`config.mk`:
```
export PLATFORM = sky130hd
export DESIGN_NAME = spi_master_arbiter_flat
export DESIGN_NICKNAME = d
export VERILOG_FILES = /design/src/rtl/spi_arb_pkg.sv /design/src/rtl/spi_master_arbiter_if.sv /design/src/rtl/spi_rr_pick.sv /design/src/rtl/spi_master_arbiter.sv /design/src/flat_wrapper.sv
export SDC_FILE = /design/constraint.sdc
export NUM_CORES = 1
export LEC_CHECK = 0
export CAP_MARGIN = 20
export CORE_AREA = 2 2 109 69
export CTS_BUF_LIST = sky130_fd_sc_hd__clkbuf_4 sky130_fd_sc_hd__clkbuf_8
export CTS_CLUSTER_DIAMETER = 60
export DETAILED_ROUTE_END_ITERATION = 12
export DIE_AREA = 0 0 111 71
export PLACE_DENSITY_LB_ADDON = 0.05
export SLEW_MARGIN = 25
export SYNTH_ARGS = -nofsm -noshare
export SYNTH_HDL_FRONTEND = slang
export SYNTH_SLANG_ARGS = --single-unit
export TNS_END_PERCENT = 5
```
`constraint.sdc`:
```
create_clock -name clk -period 1.6 [get_ports clk]
set_input_delay 0.4 -clock clk [delete_from_list [all_inputs] [get_ports clk]]
set_output_delay 0.4 -clock clk [all_outputs]
set_load 0.02 [all_outputs]
```
`src/rtl/spi_arb_pkg.sv`:
```
// Shared definitions for the SPI master arbiter.
// Contents:
//   arb_state_e  - sequencer FSM encoding (IDLE..GAP, 3 bits)
//   GNT_W        - width of gnt_id and of the round-robin pointer
//   TO_W         - width of the frame watchdog counter (used with SPI_ARB_TIMEOUT_EN)
//   nib_rev      - helper that reverses the nibble order of a 16-bit word
package spi_arb_pkg;

  localparam int unsigned GNT_W = 3;
  localparam int unsigned TO_W  = 13;

  typedef enum logic [2:0] {
    StIdle  = 3'd0,
    StStart = 3'd1,
    StWlow  = 3'd2,
    StWhigh = 3'd3,
    StResp  = 3'd4,
    StGap   = 3'd5
  } arb_state_e;

  function automatic logic [15:0] nib_rev(input logic [15:0] w);
    return {w[3:0], w[7:4], w[11:8], w[15:12]};
  endfunction

endpackage

```
`src/rtl/spi_master_arbiter_if.sv`:
```
// Bundle of the client handshake and SPI master signals around spi_master_arbiter.
// Modports:
//   master - arbiter side: consumes req/tx_dat/spi_load/spi_do,
//            drives ack/rx_dat/gnt_id/busy/err/spi_st/spi_di
//   slave  - environment side (clients plus SPI master), the mirror image
// Signals:
//   req[NREQ], tx_dat[NREQ*DW]  client requests and TX words (client i at [i*DW +: DW])
//   ack[NREQ], rx_dat[DW]       one-cycle frame-done pulse and received word
//   gnt_id[3], busy, err        status
//   spi_st, spi_di[DW]          start strobe and DI word to the SPI master
//   spi_load, spi_do[DW]        LOAD line and DO word from the SPI master
interface spi_master_arbiter_if
  import spi_arb_pkg::*;
#(
  parameter int unsigned NREQ = 4,
  parameter int unsigned DW   = 16
) ();

  logic [NREQ-1:0]    req;
  logic [NREQ*DW-1:0] tx_dat;
  logic [NREQ-1:0]    ack;
  logic [DW-1:0]      rx_dat;
  logic [GNT_W-1:0]   gnt_id;
  logic               busy;
  logic               err;
  logic               spi_st;
  logic [DW-1:0]      spi_di;
  logic               spi_load;
  logic [DW-1:0]      spi_do;

  modport master (
    input  req, tx_dat, spi_load, spi_do,
    output ack, rx_dat, gnt_id, busy, err, spi_st, spi_di
  );

  modport slave (
    output req, tx_dat, spi_load, spi_do,
    input  ack, rx_dat, gnt_id, busy, err, spi_st, spi_di
  );

endinterface

```
`src/rtl/spi_rr_pick.sv`:
```
// Combinational round-robin picker.
// Searches req starting at ptr, then ptr+1 .. NREQ-1, wrapping to 0; the first set bit wins.
// Ports:
//   req   in  NREQ   request vector
//   ptr   in  GNT_W  search start index (< NREQ)
//   gnt   out GNT_W  index of the selected requester (0 when none)
//   valid out 1      at least one request is set
module spi_rr_pick
  import spi_arb_pkg::*;
#(
  parameter int unsigned NREQ = 4
) (
  input  logic [NREQ-1:0]  req,
  input  logic [GNT_W-1:0] ptr,
  output logic [GNT_W-1:0] gnt,
  output logic             valid
);

  always_comb begin
    gnt   = '0;
    valid = 1'b0;
    // Walk offsets in priority order; the inner loop keeps every req index constant.
    for (int unsigned off = 0; off < NREQ; off++) begin
      for (int unsigned j = 0; j < NREQ; j++) begin
        if (!valid && req[j] && (j == ((32'(ptr) + off) % NREQ))) begin
          valid = 1'b1;
          gnt   = GNT_W'(j);
        end
      end
    end
  end

endmodule

```
`src/rtl/spi_master_arbiter.sv`:
```
// Round-robin arbiter and sequencer in front of a shared SPI master.
// Grants one client, registers its TX word onto spi_di, pulses spi_st, follows the master
// LOAD line through one frame and returns the DO word with a one-cycle ack to that client,
// then forces GAP idle cycles before the next grant.
// Ports:
//   clk    system clock
//   clr_n  asynchronous reset, active low
//   bus    spi_master_arbiter_if.master (client req/tx_dat/ack/rx_dat, status, SPI side)
// Configuration macro:
//   SPI_ARB_TIMEOUT_EN - adds a frame watchdog of TO_CYC cycles; on expiry the frame is
//                        answered with rx_dat=0 and ack+err. Undefined: err is tied low and
//                        the FSM waits for LOAD indefinitely.
module spi_master_arbiter
  import spi_arb_pkg::*;
#(
  parameter int unsigned NREQ   = 4,
  parameter int unsigned DW     = 16,
  parameter int unsigned GAP    = 2,
  parameter int unsigned TO_CYC = 4096
) (
  input logic                 clk,
  input logic                 clr_n,
  spi_master_arbiter_if.master bus
);

  localparam int unsigned GapW = (GAP > 1) ? $clog2(GAP) : 1;

  if (NREQ < 2 || NREQ > 8 || GAP < 1 || TO_CYC < 1 || TO_CYC >= (1 << TO_W)) begin : g_cfg_check
    $error("spi_master_arbiter: unsupported parameter set");
  end

  arb_state_e       state_q, state_d;
  logic [GNT_W-1:0] gnt_q, gnt_d;
  logic [GNT_W-1:0] ptr_q, ptr_d;
  logic [DW-1:0]    spi_di_q, spi_di_d;
  logic [DW-1:0]    rx_dat_q, rx_dat_d;
  logic [GapW-1:0]  gap_cnt_q, gap_cnt_d;
  logic             load_meta_q, load_sync_q;

  logic [GNT_W-1:0] pick_gnt;
  logic             pick_valid;
  logic [DW-1:0]    tx_sel;
  logic [NREQ-1:0]  ack;

`ifdef SPI_ARB_TIMEOUT_EN
  logic [TO_W-1:0] to_cnt_q, to_cnt_d;
  logic            to_flag_q, to_flag_d;
  logic            timeout;
`endif

  spi_rr_pick #(
    .NREQ (NREQ)
  ) u_pick (
    .req   (bus.req),
    .ptr   (ptr_q),
    .gnt   (pick_gnt),
    .valid (pick_valid)
  );

  // Word of the client the picker selects this cycle.
  always_comb begin
    tx_sel = '0;
    for (int unsigned i = 0; i < NREQ; i++) begin
      if (pick_gnt == GNT_W'(i)) begin
        tx_sel = bus.tx_dat[i*DW +: DW];
      end
    end
  end

  // LOAD crosses from the SPI clock domain; idle level is high.
  always_ff @(posedge clk or negedge clr_n) begin
    if (!clr_n) begin
      load_meta_q <= 1'b1;
      load_sync_q <= 1'b1;
    end else begin
      load_meta_q <= bus.spi_load;
      load_sync_q <= load_meta_q;
    end
  end

`ifdef SPI_ARB_TIMEOUT_EN
  assign timeout = (to_cnt_q == TO_W'(TO_CYC - 1));
`endif

  always_comb begin
    state_d   = state_q;
    gnt_d     = gnt_q;
    ptr_d     = ptr_q;
    spi_di_d  = spi_di_q;
    rx_dat_d  = rx_dat_q;
    gap_cnt_d = gap_cnt_q;
`ifdef SPI_ARB_TIMEOUT_EN
    to_cnt_d  = to_cnt_q;
    to_flag_d = to_flag_q;
`endif
    case (state_q)
      StIdle: begin
        if (pick_valid) begin
          gnt_d    = pick_gnt;
          spi_di_d = tx_sel;
          state_d  = StStart;
        end
      end
      StStart: begin
        state_d = StWlow;
`ifdef SPI_ARB_TIMEOUT_EN
        to_cnt_d  = '0;
        to_flag_d = 1'b0;
`endif
      end
      StWlow: begin
        // A LOAD that is already low (stuck master) lets this state pass at once.
        if (!load_sync_q) begin
          state_d = StWhigh;
`ifdef SPI_ARB_TIMEOUT_EN
        end else if (timeout) begin
          state_d   = StResp;
          rx_dat_d  = '0;
          to_flag_d = 1'b1;
`endif
        end
`ifdef SPI_ARB_TIMEOUT_EN
        to_cnt_d = to_cnt_q + TO_W'(1);
`endif
      end
      StWhigh: begin
        // Only reached after LOAD was seen low, so a high level here is the rising edge.
        if (load_sync_q) begin
          state_d  = StResp;
          rx_dat_d = bus.spi_do;
`ifdef SPI_ARB_TIMEOUT_EN
        end else if (timeout) begin
          state_d   = StResp;
          rx_dat_d  = '0;
          to_flag_d = 1'b1;
`endif
        end
`ifdef SPI_ARB_TIMEOUT_EN
        to_cnt_d = to_cnt_q + TO_W'(1);
`endif
      end
      StResp: begin
        state_d   = StGap;
        gap_cnt_d = '0;
        ptr_d     = (32'(gnt_q) == NREQ - 1) ? '0 : gnt_q + GNT_W'(1);
      end
      StGap: begin
        if (gap_cnt_q == GapW'(GAP - 1)) begin
          state_d = StIdle;
        end else begin
          gap_cnt_d = gap_cnt_q + GapW'(1);
        end
      end
      default: state_d = StIdle;
    endcase
  end

  always_ff @(posedge clk or negedge clr_n) begin
    if (!clr_n) begin
      state_q   <= StIdle;
      gnt_q     <= '0;
      ptr_q     <= '0;
      spi_di_q  <= '0;
      rx_dat_q  <= '0;
      gap_cnt_q <= '0;
    end else begin
      state_q   <= state_d;
      gnt_q     <= gnt_d;
      ptr_q     <= ptr_d;
      spi_di_q  <= spi_di_d;
      rx_dat_q  <= rx_dat_d;
      gap_cnt_q <= gap_cnt_d;
    end
  end

`ifdef SPI_ARB_TIMEOUT_EN
  always_ff @(posedge clk or negedge clr_n) begin
    if (!clr_n) begin
      to_cnt_q  <= '0;
      to_flag_q <= 1'b0;
    end else begin
      to_cnt_q  <= to_cnt_d;
      to_flag_q <= to_flag_d;
    end
  end
`endif

  // Outputs are decoded from state so that reset clears them without waiting for a clock.
  always_comb begin
    ack = '0;
    for (int unsigned i = 0; i < NREQ; i++) begin
      ack[i] = (state_q == StResp) && (gnt_q == GNT_W'(i));
    end
  end

  assign bus.ack    = ack;
  assign bus.rx_dat = rx_dat_q;
  assign bus.gnt_id = gnt_q;
  assign bus.busy   = (state_q != StIdle);
  assign bus.spi_st = (state_q == StStart);
  assign bus.spi_di = spi_di_q;

`ifdef SPI_ARB_TIMEOUT_EN
  assign bus.err = (state_q == StResp) && to_flag_q;
`else
  assign bus.err = 1'b0;
`endif

endmodule

```
`src/flat_wrapper.sv`:
```
// flat-port wrapper written by rule: the top's interface ports become plain ports
module spi_master_arbiter_flat import spi_arb_pkg::*;
#(
  parameter int unsigned NREQ   = 4,
  parameter int unsigned DW     = 16,
  parameter int unsigned GAP    = 2,
  parameter int unsigned TO_CYC = 4096
)
  (clk, clr_n, bus_req, bus_tx_dat, bus_spi_load, bus_spi_do, bus_ack, bus_rx_dat, bus_gnt_id, bus_busy, bus_err, bus_spi_st, bus_spi_di);
  spi_master_arbiter_if #(.NREQ(NREQ), .DW(DW)) bus_i ();
  input logic clk;
  input logic clr_n;
  input wire logic [$bits(bus_i.req)-1:0] bus_req;
  input wire logic [$bits(bus_i.tx_dat)-1:0] bus_tx_dat;
  input wire logic [$bits(bus_i.spi_load)-1:0] bus_spi_load;
  input wire logic [$bits(bus_i.spi_do)-1:0] bus_spi_do;
  output wire logic [$bits(bus_i.ack)-1:0] bus_ack;
  output wire logic [$bits(bus_i.rx_dat)-1:0] bus_rx_dat;
  output wire logic [$bits(bus_i.gnt_id)-1:0] bus_gnt_id;
  output wire logic [$bits(bus_i.busy)-1:0] bus_busy;
  output wire logic [$bits(bus_i.err)-1:0] bus_err;
  output wire logic [$bits(bus_i.spi_st)-1:0] bus_spi_st;
  output wire logic [$bits(bus_i.spi_di)-1:0] bus_spi_di;
  assign bus_i.req = bus_req;
  assign bus_i.tx_dat = bus_tx_dat;
  assign bus_i.spi_load = bus_spi_load;
  assign bus_i.spi_do = bus_spi_do;
  assign bus_ack = bus_i.ack;
  assign bus_rx_dat = bus_i.rx_dat;
  assign bus_gnt_id = bus_i.gnt_id;
  assign bus_busy = bus_i.busy;
  assign bus_err = bus_i.err;
  assign bus_spi_st = bus_i.spi_st;
  assign bus_spi_di = bus_i.spi_di;
  spi_master_arbiter #(.NREQ(NREQ), .DW(DW), .GAP(GAP), .TO_CYC(TO_CYC)) u_core (.clk(clk), .clr_n(clr_n), .bus(bus_i));
endmodule
```
==> impl_metrics.json <==
{
  "status": "finished, violations left",
  "violations": "setup timing",
  "fin_setup_tns_ps": -1990,
  "rsz0062_at_grt": "yes",
  "yosysSeqAreaShare": 0.427,
  "drive_above_1_share": 0.242,
  "p_leak_nw": 1.83,
  "crit_path_top_delay_cell": "dfrtp_2",
  "critPathMaxStageDelay_ps": 460,
  "cts_max_level": 2,
  "place.gp.congestion": 0.748,
  "cts_sinks": 42,
  "rows": 24,
  "grt_overflow_total": 0,
  "die_area_um2": 7880,
  "p_sw_mw": 2.78,
  "syn_inst": 227,
  "combPwrFrac": 0.608,
  "arrival_ps": 1930,
  "clock_power_share": 0.109,
  "port_buffers": 126,
  "finalClockSkew_ps": 12.6,
  "ys_dominant_reg_cell": "dfrtp_1",
  "avgSynthCellArea_um2": 10.9,
  "postCtsHoldBufs": 0,
  "hold_violations": 0,
  "root_buffer": "clkbuf_8",
  "crit_chain": "nor2b_4 -> a21o_1 -> a221o_1 -> buf_12 -> a211o_1 -> o211ai_1",
  "internal-power_mw": 3.91,
  "dr.pass1.iters": 4,
  "ys_seq_elements": 42,
  "worstPathRequired_ps": 1800,
  "power.density_nw_per_um2": 1620,
  "synth_cell_type_count": 37,
  "crit_type": "register to register",
  "period_share": 1.08,
  "dp_hpwl_um": 5560,
  "final-seq-area_um2": 1050,
  "hp-class": "input port to asynchronous set/reset pin",
  "clkSlewWorstSetupHoldPaths_ps": 90,
  "grt_pass1_wl_um": 12800,
  "min_period_ps": 1730,
  "via_per_inst": 5.22,
  "dp.cells": 453,
  "grt_pass1_vias": 2499,
  "setup_slack_ps": -131,
  "n_antenna_cell": 0,
  "drv_slew": 0,
  "multi_input_area_um2": 1310,
  "avgRoutedWirePerCell_um": 16.5,
  "fin_cells": 463,
  "nFillCells": 629,
  "crit_path_start_kind": "register",
  "dr.first_iter.drc_count": 121,
  "io_pins": 129,
  "max-cap-violations": 0,
  "clk_latency_ps": 300,
  "path_buf_inv": 1,
  "vdd.ir_drop.worst_mv": 0.692,
  "wl_um": 7660,
  "worstPathMaxFanout": 17,
  "p_seq_frac": 0.283,
  "post-route-util": 0.594,
  "fin_nets": 462,
  "track_usage": 0.201,
  "initial_core_util": 0.356,
  "die_y_um": 71,
  "clock_tree.buffer_depth": 2,
  "route.detailed.drc": 0,
  "core_um2": 6940,
  "area_growth_pct": 66.9,
  "mostFrequentLayoutCell": "clkdlybuf4s50_1",
  "cts_buffers": 5,
  "switching_share": 0.416,
  "setup_viol": 23,
  "netlist_area_um2": 2470,
  "vias": 2415,
  "die_w_um": 111,
  "tritoncts": "built",
  "synth-edff-count": 0,
  "postSynth.asyncResetShare": 1.00,
  "max_clock_freq_mhz": 578,
  "antenna_found_initial": 0,
  "most-common-layout-cells": "clkdlybuf4s50_1 (83), dfrtp_1 (39), dlygate4sd2_1 (34), nand2_1 (21)",
  "grt_max_degree": 43,
  "synth_warnings": 0,
  "end_kind": "register",
  "postRouteAntennaNets": 0,
  "critPathTopFamily": "compound AO/OA/AOI/OAI gates"
}
-- worst reg2reg max path: cells and delay by family (launching register included) --
kind / cells / cell delay (ps)
compound gates: 4 / 840
flops: 1 / 460
buf+inv: 1 / 180
simple gates: 1 / 150
-- power groups by stage --
| stage | Sequential [mW] | Combinational, mW | Clock [mW] |
|---|---|---|---|
| after floorplan | 2.40 | 1.85 | 0 |
| final | 1.89 | 4.07 | 0.727 |
| after global routing | 1.98 | 4.43 | 0.798 |
| after global placement | 1.90 | 4.30 | 0 |
| after detailed placement | 1.91 | 4.36 | 0 |
| after CTS | 1.90 | 4.07 | 0.747 |
-- cell type report --
cell class / count / area share
Clock buffer: 7 / 0.0203
Clock inverter: 1 / 0.00182
Inverter: 4 / 0.00364
Multi-Input combinational cell: 161 / 0.317
Sequential cell: 42 / 0.256
Tap cell: 91 / 0.0276
Timing Repair Buffer: 157 / 0.374
-- kinds of logic (layout without fill, tap and decap cells) --
family	count (synthesis)	after routing	share of synthesized area
flops	42	42	0.427
simple gates	59	59	0.131
other cells	1	2	0.00152
buf+inv	25	169	0.0618
fa+ha+maj	4	4	0.0203
compound gates	61	61	0.208
mux	35	35	0.151
-- routing by layer --
layer	wire (µm)	GRT usage	vias up	part of all wire
met5	0	0	-	0
met4	42	0.0347	0	0.0055
met3	549	0.0531	6	0.072
met2	3400	0.306	92	0.44
met1	3670	0.293	1167	0.48
li1	-	-	1150	-
-- sequential cells by signal, indices dropped and copies added (netlist names) --
signal	count
u_core.bus.rx_dat	16
u_core.ptr_q	2
u_core.load_meta_q	1
u_core.bus.gnt_id	2
u_core.load_sync_q	1
u_core.gap_cnt_q	1
u_core.bus.spi_di	16
u_core.state_q	3
-- synthesized netlist by cell type, drive strengths merged (3+ instances only) --
cell type	number	area share
dfrtp	40	0.41
nand2	21	0.032
mux2	19	0.087
nand4	17	0.043
o31ai	17	0.052
a211o	16	0.057
mux2i	16	0.065
o211ai	16	0.067
buf	13	0.044
clkbuf	8	0.012
and3	5	0.013
nor2	5	0.0076
o21ai	5	0.010
ha	4	0.020
inv	4	0.0061
nand2b	3	0.011
-- path summary, 6_finish.rpt --
path	start	endpoint	slack, ps	depth (start not counted)
worst max-delay path	u_core.ptr_q[1]	u_core.bus.spi_di[0]	-130	6
worst min-delay path	clr_n	u_core.bus.rx_dat[12]	60	2
worst max register to register	u_core.ptr_q[1]	u_core.bus.spi_di[0]	-130	6
worst min register to register	u_core.load_meta_q	u_core.load_sync_q	360	0
max in group asynchronous	clr_n	u_core.load_sync_q	1270	2
min in group clk	u_core.load_meta_q	u_core.load_sync_q	360	0
-- what timing repair did --
action / CTS / global route
pin swaps: 2 / 2
endpoints found under the setup margin: 58 / 26
gates resized for setup: 68 / 11
buffers inserted: 0 / 2
-- stage by stage --
| step | hold WS [ps] | instance area [µm²] | worst slack [ps] | total power, mW |
|---|---|---|---|---|
| after floorplan | 104 | 2500 | -49.6 | 4.26 |
| after global placement | 346 | 4060 | -501 | 6.20 |
| after detailed placement | 352 | 4060 | -536 | 6.26 |
| after CTS | 69.4 | 4110 | -198 | 6.71 |
| after global routing | 63.4 | 4120 | -231 | 7.20 |
| final | 61.1 | 4120 | -131 | 6.69 |
Note: power is estimated with default switching activity, not from simulation.
